<file path="config.mk">
export PLATFORM = sky130hd
export DESIGN_NAME = bin2bcd_seq
export DESIGN_NICKNAME = d
export VERILOG_FILES = /design/src/rtl/bin2bcd_seq.sv
export SDC_FILE = /design/constraint.sdc
export NUM_CORES = 1
export LEC_CHECK = 0
export BUFFER_PORTS_ARGS = -buffer_cell sky130_fd_sc_hd__buf_4
export CORE_ASPECT_RATIO = 1.25
export CORE_MARGIN = 2
export CORE_UTILIZATION = 58
export CTS_BUF_LIST = sky130_fd_sc_hd__clkbuf_4
export CTS_CLUSTER_DIAMETER = 30
export DETAILED_ROUTE_END_ITERATION = 10
export PLACE_DENSITY = 0.8
export SLEW_MARGIN = 15
export SYNTH_ARGS = -nofsm -noshare
export SYNTH_HDL_FRONTEND = slang
export SYNTH_SLANG_ARGS = --single-unit
</file>
<file path="constraint.sdc">
create_clock -name clock -period 2.1 [get_ports clock]
set_input_delay 0.21 -clock clock [delete_from_list [all_inputs] [get_ports clock]]
set_output_delay 0.21 -clock clock [all_outputs]
set_load 0.05 [all_outputs]
</file>
<file path="src/rtl/bin2bcd_seq.sv">
// Sequential binary-to-BCD converter (shift-add-3), one input bit per cycle.
// Results outside the DIGITS-digit range saturate to all nines and set overflow.
module bin2bcd_seq #(
  parameter int IN_WIDTH = 32,
  parameter int DIGITS   = 3
) (
  input  logic                  clock,
  input  logic                  reset,
  input  logic [IN_WIDTH-1:0]   bin_in,
  input  logic                  in_valid,
  output logic                  in_ready,
  output logic [4*DIGITS-1:0]   bcd_out,
  output logic                  overflow,
  output logic                  done
);

  localparam int BW = 4 * DIGITS;
  localparam int CW = $clog2(IN_WIDTH + 1);
  // Largest displayable value, kept in 64 bits so DIGITS=10 does not wrap.
  localparam logic [63:0] MAX_VAL = (64'd10 ** DIGITS) - 64'd1;

  typedef enum logic [1:0] {IDLE, SHIFT, DONE} state_t;

  state_t                        state, state_next;
  logic [IN_WIDTH-1:0]           shreg;
  logic [BW-1:0]                 acc;
  logic [BW-1:0]                 acc_adj;
  logic [BW+IN_WIDTH-1:0]        shifted;
  logic [CW-1:0]                 cnt;
  logic                          accept;
  logic                          too_big;

  assign in_ready = (state == IDLE) && !reset;
  assign done     = (state == DONE);
  assign accept   = in_valid && in_ready;
  assign too_big  = 64'(bin_in) > MAX_VAL;

  // Add 3 to every digit that would reach 10 or more after doubling.
  always_comb begin
    acc_adj = acc;
    for (int d = 0; d < DIGITS; d++) begin
      if (acc[4*d +: 4] >= 4'd5) begin
        acc_adj[4*d +: 4] = acc[4*d +: 4] + 4'd3;
      end
    end
    shifted = {acc_adj, shreg} << 1;
  end

  always_comb begin
    state_next = state;
    case (state)
      IDLE:    if (accept) state_next = too_big ? DONE : SHIFT;
      SHIFT:   if (cnt == CW'(1)) state_next = DONE;
      DONE:    state_next = IDLE;
      default: state_next = IDLE;
    endcase
  end

  always_ff @(posedge clock) begin
    if (reset) begin
      state    <= IDLE;
      shreg    <= '0;
      acc      <= '0;
      cnt      <= '0;
      bcd_out  <= '0;
      overflow <= 1'b0;
    end else begin
      state <= state_next;
      case (state)
        IDLE: begin
          if (accept) begin
            shreg <= bin_in;
            acc   <= '0;
            cnt   <= CW'(IN_WIDTH);
            if (too_big) begin
              bcd_out  <= {DIGITS{4'h9}};
              overflow <= 1'b1;
            end
          end
        end
        SHIFT: begin
          acc   <= shifted[BW+IN_WIDTH-1:IN_WIDTH];
          shreg <= shifted[IN_WIDTH-1:0];
          cnt   <= cnt - 1'b1;
          // The last shift goes straight to the output so the display never sees partial values.
          if (cnt == CW'(1)) begin
            bcd_out  <= shifted[BW+IN_WIDTH-1:IN_WIDTH];
            overflow <= 1'b0;
          end
        end
        default: ;
      endcase
    end
  end

endmodule

</file>
==> impl_metrics.py, run 1 <==
metrics = {
    "status": {
        "status": "finished, final reports clean",
    },
    "floorplanning": {
        "fp.dieH_um": 83.4,
        "num_io_pins": 50,
        "die-area_um2": 5640,
        "core-area_um2": 4800,
        "dieWidth_um": 67.6,
        "rows": 28,
        "initial_core_util": 0.610,
    },
    "synthesis": {
        "synth.avg_cell_area_um2": 8.54,
        "synth_nets": 386,
        "synth_top_area_frac": 0.444,
        "synth_warnings": 0,
        "ys_seq_area_frac": 0.444,
        "post_synth_num_cell_types": 38,
        "synthTopCellsByArea": "dfxtp_1 (44%), a21oi_1 (9.6%), a22oi_1 (8.7%), nand2_1 (5.4%), ha_1 (3.4%)",
        "netlist_instances": 343,
        "async_flop_share": 0,
        "synthTopCellsByCount": "dfxtp_1 (65), a21oi_1 (56), nand2_1 (42)",
        "ys_ff_latch": 65,
        "synth_top_flop_cell": "dfxtp_1",
        "netlist_area_um2": 2930,
        "synth_edf_count": 0,
        "synth_most_common_cell": "dfxtp_1",
        "synth_largest_area_cell": "dfxtp_1",
    },
    "route": {
        "wire_per_inst_um": 14.6,
        "drc": 0,
        "num_vias": 2668,
        "drt-vias-per-instance": 5.88,
        "dr.pass1.iters": 4,
        "ant_nets": 0,
        "drt_iter0_drc": 159,
        "drt_wl_total_mm": 6.62,
    },
    "worst_setup_path": {
        "r2r_start": "state[0]",
        "crit_required_ns": 2.43,
        "path_class": "reg2reg",
        "worst_setup_path_end_kind": "flop",
        "critical_path.cell_chain": "nor2b_2, nand2_1, or4_1, a21oi_1",
        "r2r_end": "cnt[4]",
        "startpoint_type": "flop",
        "crit_arrival_ns": 2.19,
        "cp_slowest_cell": "dfxtp_1",
        "r2r_slack_ns": 0.24,
        "crit_fanout": 11,
        "rr_worst_depth": 4,
        "slowest_delay_ns": 0.59,
    },
    "timing": {
        "clock_skew_ns": 0.0187,
        "maxSlewHeadroom": 0.526,
        "fin_crit_sh": 0.885,
        "finalSetupTns_ns": 0,
        "slew_viol_final": 0,
        "fmax_mhz": 538,
        "tightestPinTransition_ns": 0.711,
        "setup_violations": 0,
        "period_needed_ns": 1.86,
        "grt_setup_unrepaired": "false",
        "hold_viol_final": 0,
    },
    "power": {
        "power_density_nw_per_um2": 717,
        "p_leak_uw": 0.00127,
        "ir_drop_uv": 495,
    },
    "global_routing": {
        "grt_start_max_net_pins": 69,
        "use_met2": 0.404,
        "grt_antenna_before_repair": 0,
        "grt-busiest-layer": "met2",
        "gr-usage-met1": 0.286,
        "grt_pass1_vias": 2431,
        "grt_first_pass_wirelength_mm": 10.6,
        "grt_use_met3": 0.0623,
        "grt_usage": 0.241,
        "overflow": 0,
    },
    "placed_design": {
        "io_buffers": 49,
        "gp_congestion": 0.805,
        "place_hpwl_mm": 4.64,
        "dpl_cell_area_um2": 3370,
    },
    "final_layout": {
        "nNetsFinal": 432,
        "drive_gt1_frac": 0.223,
        "diodes": 0,
        "finalInstanceArea_um2": 3530,
        "area_growth_pct": 20.6,
    },
    "job": {
        "cap_violations": 0,
    },
    "hold_path": {
        "hold_class": "in2reg",
        "hold_path_depth": 3,
        "hold_path_end": "shreg[0]",
        "worstHoldStart": "bin_in[0]",
    },
    "cts": {
        "cts_root_buf": "clkbuf_4",
        "cts_resized": 0,
        "path_clk_slew_ns": 0.10,
        "clk_path_buf_depth": 2,
        "h-tree-depth": 3,
        "cts_made_buffers": 9,
        "cts_tree": "built",
        "post-cts-setup-buffer-count": 0,
        "cts.sinks": 65,
        "clk-insertion-delay-late_ns": 0.40,
        "hold_buffers": 0,
    },
}
flip-flops by register name, indices dropped and copies added (netlist names):
signal,cells
overflow,1
bcd_out,12
shreg,32
acc,12
state,2
cnt,6
stage by stage:
stage                util  instances  hold slack (ns)  setup WS (ns)  power [uW]
CTS                 0.735        454           0.0504          0.237        2540
detailed placement  0.702        438            0.448         0.0214        1600
finish              0.735        454           0.0653          0.241        2530
global placement    0.702        438            0.441          0.105        1590
global route        0.735        454           0.0499         0.0911        2610
floorplan               -        343            0.346          0.226        1480
worst max path at each step:
| stage | startpoint | to | slack (ns) | depth (start not counted) |
|---|---|---|---|---|
| finish | state[0] | cnt[4] | 0.24 | 4 |
| global route | state[0] | cnt[4] | 0.09 | 4 |
| global placement | bin_in[24] | bcd_out[0] | 0.11 | 7 |
| CTS | state[0] | bcd_out[0] | 0.24 | 6 |
| floorplan | state[0] | acc[8] | 0.23 | 6 |
| detailed placement | bin_in[24] | bcd_out[0] | 0.02 | 7 |
metal layers:
metal | vias to the layer above | share of wire
met4 | 0 | 0.018
met5 | - | 0
li1 | 1336 | -
met1 | 1264 | 0.43
met3 | 10 | 0.042
met2 | 58 | 0.51
where the power goes:
group | internal, uW | switching [uW]
logic | 114 | 155
clock network | 537 | 426
registers | 1270 | 23.7
placed cells by master (no fill, tap or decap), types with 2 or more instances in the layout:
cell       instances
nor3_1            10
xnor2_1            3
nand2b_1           5
nor2_1            15
nand4_1            2
a22oi_1           34
ha_1               8
nor3b_1            6
or3b_1             3
buf_4             60
bufinv_16          2
nand3_1            8
nand2_1           42
o21ai_0            7
inv_1             13
nor4_1             7
o21a_1             2
clkbuf_4          13
o31ai_2            3
a21oi_1           56
a221oi_1           4
a31oi_1            4
dfxtp_1           65
nand3b_1           4
worst max-delay path, delay by kind of cell, from the launching register on:
family / cells / cell delay, ns
and+or+nand+nor: 3 / 1.06
DFF: 1 / 0.59
AOI/OAI and AO/OA: 1 / 0.14
cells by family after synthesis:
kind of cell,after synthesis,share of synthesized area
compound gates,117,0.260
buf+inv,39,0.0564
fa+ha+maj,8,0.0342
xor+xnor,3,0.00898
flops,65,0.444
mux,1,0.00342
simple gates,110,0.193
cell type report:
| class | instances | area [um^2] |
|---|---|---|
| clock buffer | 13 | 97.6 |
| clock inverter | 3 | 65.1 |
| fill | 404 | 1270 |
| inverter | 13 | 48.8 |
| multi-input combinational | 239 | 1470 |
| sequential | 65 | 1300 |
| tap | 60 | 75.1 |
| timing repair buffer | 61 | 470 |
No activity file was read; power rests on OpenSTA's default activity.
==> run 2: changes to the inputs <==
BUFFER_PORTS_ARGS = -buffer_cell sky130_fd_sc_hd__buf_2   (was -buffer_cell sky130_fd_sc_hd__buf_4)
CORE_UTILIZATION = 52   (was 58)
PLACE_DENSITY = 0.76   (was 0.8)
clock period = 1.62 ns   (was 2.1 ns; I/O delays follow)
==> run 2 against run 1 <==
- the run now ends with negative setup slack left
- via count grew 9.6%
- register-to-register slack got worse by 0.37 ns
- design area increased by 12%
- highest routed layer unchanged
==> impl_metrics.py, run 2 (synthesized netlist as in run 1, its figures left out) <==
metrics = {
    "worst_setup_path": {
        "critical_path.cell_chain": "nor4_2, buf_4, a31o_4, o311ai_4, buf_6, or3b_1, a21oi_2",
        "crit_arrival_ns": 2.11,
        "path_class": "reg2reg",
        "r2r_start": "cnt[2]",
        "crit_fanout": 6,
        "worst_setup_path_end_kind": "flop",
        "r2r_slack_ns": -0.13,
        "crit_required_ns": 1.98,
        "slowest_delay_ns": 0.40,
        "cp_slowest_cell": "or3b_1",
        "startpoint_type": "flop",
        "r2r_end": "bcd_out[5]",
        "rr_worst_depth": 7,
    },
    "hold_path": {
        "worstHoldStart": "bin_in[24]",
        "hold_path_depth": 3,
        "hold_path_end": "shreg[24]",
        "hold_class": "in2reg",
    },
    "floorplanning": {
        "dieWidth_um": 71.1,
        "die-area_um2": 6250,
        "initial_core_util": 0.538,
        "fp.dieH_um": 87.9,
        "num_io_pins": 50,
        "core-area_um2": 5440,
        "rows": 30,
    },
    "route": {
        "drt-vias-per-instance": 5.77,
        "drt_wl_total_mm": 7.83,
        "ant_nets": 0,
        "drt_iter0_drc": 197,
        "dr.pass1.iters": 4,
        "num_vias": 2925,
        "drc": 0,
        "wire_per_inst_um": 15.4,
    },
    "final_layout": {
        "largest_reg_flops": 32,
        "top_regs": "shreg: 32 flops, acc: 12 flops, bcd_out: 12 flops",
        "final_cell_mix": "dfxtp_1 (57), buf_4 (56), a21oi_1 (51), buf_2 (47), nand2_1 (41)",
        "diodes": 0,
        "top_register": "shreg",
        "layout_commonest_cell": "dfxtp_1",
        "final_util": 0.729,
        "drive_gt1_frac": 0.359,
        "area_growth_pct": 35.4,
        "nNetsFinal": 481,
    },
    "power": {
        "power_uw": 3460,
        "p_leak_uw": 0.00152,
        "ir_drop_uv": 749,
        "power_density_nw_per_um2": 872,
    },
    "cts": {
        "cts_root_buf": "clkbuf_4",
        "cts_made_buffers": 9,
        "h-tree-depth": 3,
        "cts.sinks": 65,
        "clk_path_buf_depth": 2,
        "path_clk_slew_ns": 0.13,
        "cts_tree": "built",
        "clk-insertion-delay-late_ns": 0.42,
    },
    "global_routing": {
        "grt_pass1_vias": 2762,
        "grt_usage": 0.251,
        "grt_start_max_net_pins": 46,
        "grt_first_pass_wirelength_mm": 12.4,
        "grt_antenna_before_repair": 0,
        "overflow": 0,
    },
    "timing": {
        "fin_crit_sh": 1.08,
        "period_needed_ns": 1.75,
        "fmax_mhz": 573,
        "finalWorstSetupSlack_ns": -0.127,
        "slew_viol_final": 0,
        "tightestPinTransition_ns": 0.488,
        "maxSlewHeadroom": 0.675,
        "clock_skew_ns": 0.0224,
        "hold_viol_final": 0,
        "grt_setup_unrepaired": "true",
        "setup_violations": 11,
    },
    "status": {
        "status": "finished with violations",
        "violations": "negative setup slack",
    },
    "placed_design": {
        "gp_congestion": 0.798,
        "io_buffers": 49,
        "place_hpwl_mm": 5.14,
    },
    "job": {
        "cap_violations": 0,
    },
}
## run 2: cell count changes in the layout (fill, tap and decap cells not counted), sizes merged
cell,change
clkinv,+1
clkbuf,-2
dlygate4sd3,+1
buf,+47
clkinvlp,+1
bufinv,+1
## run 2: routing by layer
layer,GRT usage,vias up,share of wire
met5,0,-,0
met4,0.108,0,0.025
met3,0.0552,17,0.048
met2,0.431,80,0.52
met1,0.304,1396,0.41
li1,-,1432,-
## run 2: worst max-delay path, delay by kind of cell, from the launching register on
family	cells	cell delay, ns
AND/OR/NAND/NOR	2	0.67
AO/OA/AOI/OAI	3	0.37
flip-flops	1	0.35
buffers and inverters	2	0.31
## run 2: layout make-up
cell class | count | area (um^2)
Fill cell | 394 | 1480
Tap cell | 64 | 80.1
Clock buffer | 10 | 75.1
Inverter | 13 | 48.8
Sequential cell | 65 | 1310
Multi-Input combinational cell | 239 | 1610
Clock inverter | 6 | 106
Timing Repair Buffer | 110 | 729
## run 2: what timing repair did
action | 4_1_cts | 5_1_grt
endpoints found under the hold margin | 1 | 0
buffers inserted | 3 | 5
resized for setup | 14 | 27
hold buffers | 1 | 0
setup endpoints to repair | 45 | 41
pin swaps | 3 | 13
## run 2: worst max path at each step
stage,start,to,slack [ns],depth (start not counted)
floorplan,state[1],bcd_out[10],-0.05,8
global placement,bin_in[24],bcd_out[1],-0.31,8
detailed placement,bin_in[24],bcd_out[6],-0.31,8
CTS,cnt[3],bcd_out[1],-0.07,7
global route,cnt[2],bcd_out[1],-0.17,7
finish,cnt[2],bcd_out[5],-0.13,7
## run 2: power by group
group	internal, uW	leakage [uW]	total [uW]	switching [uW]
logic	162	0.000894	388	225
clock network	792	0.0000940	1390	599
registers	1650	0.000533	1680	29.3
## run 2: per-stage QoR
step                      setup slack (ns)  hold slack (ns)  std cells  setup TNS (ns)  area, um^2
after global placement              -0.306            0.425        483           -5.88        3560
after global routing                -0.167           0.0481        507           -1.26        3970
after CTS                          -0.0737           0.0394        503          -0.369        3830
after detailed placement            -0.312            0.426        483           -6.43        3560
final                               -0.127           0.0471        507          -0.503        3970
after floorplan                    -0.0540            0.298        343          -0.336        2950
==> run 3: changes to the inputs <==
ABC_AREA = 1   (was default)
CORE_UTILIZATION = 53   (was 52)
CTS_BUF_LIST = sky130_fd_sc_hd__clkbuf_2 sky130_fd_sc_hd__clkbuf_4 sky130_fd_sc_hd__clkbuf_8   (was sky130_fd_sc_hd__clkbuf_4)
PLACE_DENSITY = 0.77   (was 0.76)
==> run 3 against run 2 <==
- the run now ends clean
- sequential share of layout area rose by 2.5 points
- wire length fell by 9.3%
- power rose by 3.7%
- global-route usage fell by 1.5 points
- critical endpoint is now bcd_out[3]
- design area fell by 7.7%
- combinational power rose by 29%
- register-to-register slack improved by 0.25 ns
- final cell count rose by 12%
- core utilization fell by 8.7 points
- synthesized area rose by 5.8%
- highest routed layer unchanged
- largest cell class unchanged
==> impl_metrics.py, run 3 <==
metrics = {
    "status": {
        "status": "finished, final reports clean",
    },
    "job": {
        "cap_violations": 0,
    },
    "timing": {
        "maxSlewHeadroom": 0.726,
        "period_needed_ns": 1.50,
        "grt_setup_unrepaired": "true",
        "slew_viol_final": 0,
        "hold_viol_final": 0,
        "clock_skew_ns": 0.00730,
        "setup_violations": 0,
        "tightestPinTransition_ns": 0.410,
        "fmax_mhz": 668,
        "fin_crit_sh": 0.924,
    },
    "placed_design": {
        "dp_cells": 553,
        "gp_congestion": 0.825,
        "place_hpwl_mm": 5.13,
        "io_buffers": 49,
    },
    "synthesis": {
        "ys_ff_latch": 65,
        "synth_edf_count": 0,
        "synthTopCellsByArea": "dfxtp_1 (42%), nand2_1 (16%), nor2_1 (6.3%), a21oi_1 (6.1%), inv_1 (5.0%)",
        "async_flop_share": 0,
        "synth_largest_area_cell": "dfxtp_1",
        "synth.avg_cell_area_um2": 6.91,
        "netlist_area_um2": 3100,
        "netlist_instances": 448,
        "synthTopCellsByCount": "nand2_1 (128), dfxtp_1 (65), nor2_1 (52)",
        "synth_top_area_frac": 0.420,
        "synth_most_common_cell": "nand2_1",
        "synth_warnings": 0,
        "post_synth_num_cell_types": 27,
        "synth_top_flop_cell": "dfxtp_1",
        "synth_nets": 491,
        "ys_seq_area_frac": 0.420,
    },
    "cts": {
        "cts_root_buf": "clkbuf_8",
        "cts_tree": "built",
        "h-tree-depth": 3,
        "path_clk_slew_ns": 0.08,
        "cts.sinks": 65,
        "clk-insertion-delay-late_ns": 0.35,
        "cts_made_buffers": 9,
        "clk_path_buf_depth": 2,
        "hold_buffers": 0,
    },
    "final_layout": {
        "area_growth_pct": 18.2,
        "final_cell_mix": "nand2_1 (128), dfxtp_1 (64), nor2_1 (51), buf_2 (49), inv_1 (41)",
        "drive_gt1_frac": 0.185,
        "nNetsFinal": 541,
        "largest_reg_flops": 32,
        "stdcell_count": 569,
        "fillCellCount": 510,
        "diodes": 0,
        "layout_commonest_cell": "nand2_1",
        "top_regs": "shreg: 32 flops, acc: 12 flops, bcd_out: 12 flops",
        "top_register": "shreg",
    },
    "worst_setup_path": {
        "startpoint_type": "flop",
        "crit_arrival_ns": 1.75,
        "path_class": "reg2reg",
        "crit_required_ns": 1.88,
        "worst_setup_path_end_kind": "flop",
        "crit_fanout": 5,
    },
    "floorplanning": {
        "rows": 31,
        "dieWidth_um": 72.4,
        "num_io_pins": 50,
        "core-area_um2": 5700,
        "die-area_um2": 6470,
        "initial_core_util": 0.543,
        "fp.dieH_um": 89.5,
    },
    "global_routing": {
        "grt_first_pass_wirelength_mm": 11.8,
        "use_met2": 0.397,
        "gr-usage-met1": 0.278,
        "overflow": 0,
        "grt-busiest-layer": "met2",
        "grt_usage": 0.236,
        "grt_pass1_vias": 2658,
        "grt_use_met3": 0.0383,
        "grt_antenna_before_repair": 0,
        "grt_start_max_net_pins": 37,
    },
    "route": {
        "drc": 0,
        "ant_nets": 0,
        "drt_iter0_drc": 128,
        "num_vias": 3023,
        "drt-vias-per-instance": 5.31,
        "wire_per_inst_um": 12.5,
        "dr.pass1.iters": 4,
        "drt_wl_total_mm": 7.10,
    },
    "power": {
        "power_density_nw_per_um2": 980,
        "p_leak_uw": 0.00162,
        "power_uw": 3590,
        "ir_drop_uv": 502,
    },
    "hold_path": {
        "hold_class": "in2reg",
    },
}
-- run 3: cell types whose count changed in the layout (fill, tap and decap cells not counted), sizes merged, moves of 8 or more --
cell / previous run / this run
nand2: 42 / 129
buf: 108 / 60
nor2: 16 / 55
inv: 13 / 46
nand3: 8 / 30
a21oi: 56 / 38
a22oi: 34 / 16
a31oi: 4 / 15
nor4: 8 / 0
-- run 3: worst paths after layout --
check                               start    endpoint  slack [ns]  cells after the start
worst max register to register     acc[0]  bcd_out[3]        0.12                      8
worst min register to register     acc[9]      acc[9]        0.46                      2
worst min-delay path            bin_in[0]    shreg[0]        0.06                      3
worst max-delay path               acc[0]  bcd_out[3]        0.12                      8
-- run 3: metrics by stage --
step	area (um^2)	hold slack [ns]	setup TNS, ns	worst slack, ns	util
after detailed placement	3450	0.422	0	0.0839	0.605
after global placement	3450	0.418	0	0.159	0.605
after global routing	3660	0.0622	-0.0605	-0.0292	0.642
after CTS	3640	0.0538	0	0.0795	0.639
final	3660	0.0591	0	0.123	0.642
after floorplan	3100	0.310	0	0.162	-
-- run 3: worst max-delay path: stages (launching register included) --
cell and delay (ns):
dfxtp_1 0.41, inv_1 0.09, ha_1 0.22, inv_1 0.09, nand2_1 0.07, a21oi_1 0.30
nand3_1 0.12, nand2_1 0.07, nor2_1 0.04
-- run 3: repair_timing --
item,4_1_cts,5_1_grt
endpoints found under the hold margin,0,0
setup endpoints to repair,0,21
buffers inserted,0,0
resized for setup,0,7
-- run 3: cells by family after synthesis --
kind of cell / Yosys count / share of synthesized area
buffers and inverters: 67 / 0.0881
AND/OR/NAND/NOR: 227 / 0.304
flip-flops: 65 / 0.420
AO/OA/AOI/OAI: 81 / 0.156
adder cells (fa/ha/maj): 8 / 0.0323
-- run 3: per-layer routing --
layer | vias to the layer above | wire, um
li1 | 1555 | -
met1 | 1378 | 2990
met2 | 71 | 3540
met3 | 19 | 324
met4 | 0 | 238
met5 | - | 0
-- run 3: cell type report --
cell class	count	area (um^2)	area share
clock buffer	9	124	0.0338
clock inverter	7	71.3	0.0195
inverter	46	173	0.0472
multi-input combinational	316	1540	0.420
sequential	65	1300	0.356
tap	66	82.6	0.0226
timing repair buffer	60	369	0.101
-- run 3: where the power goes --
part	total [uW]	internal [uW]	leakage [uW]	switching (uW)
logic	499	162	0.000998	337
clock network	1370	706	0.0000912	668
registers	1710	1670	0.000531	40.5
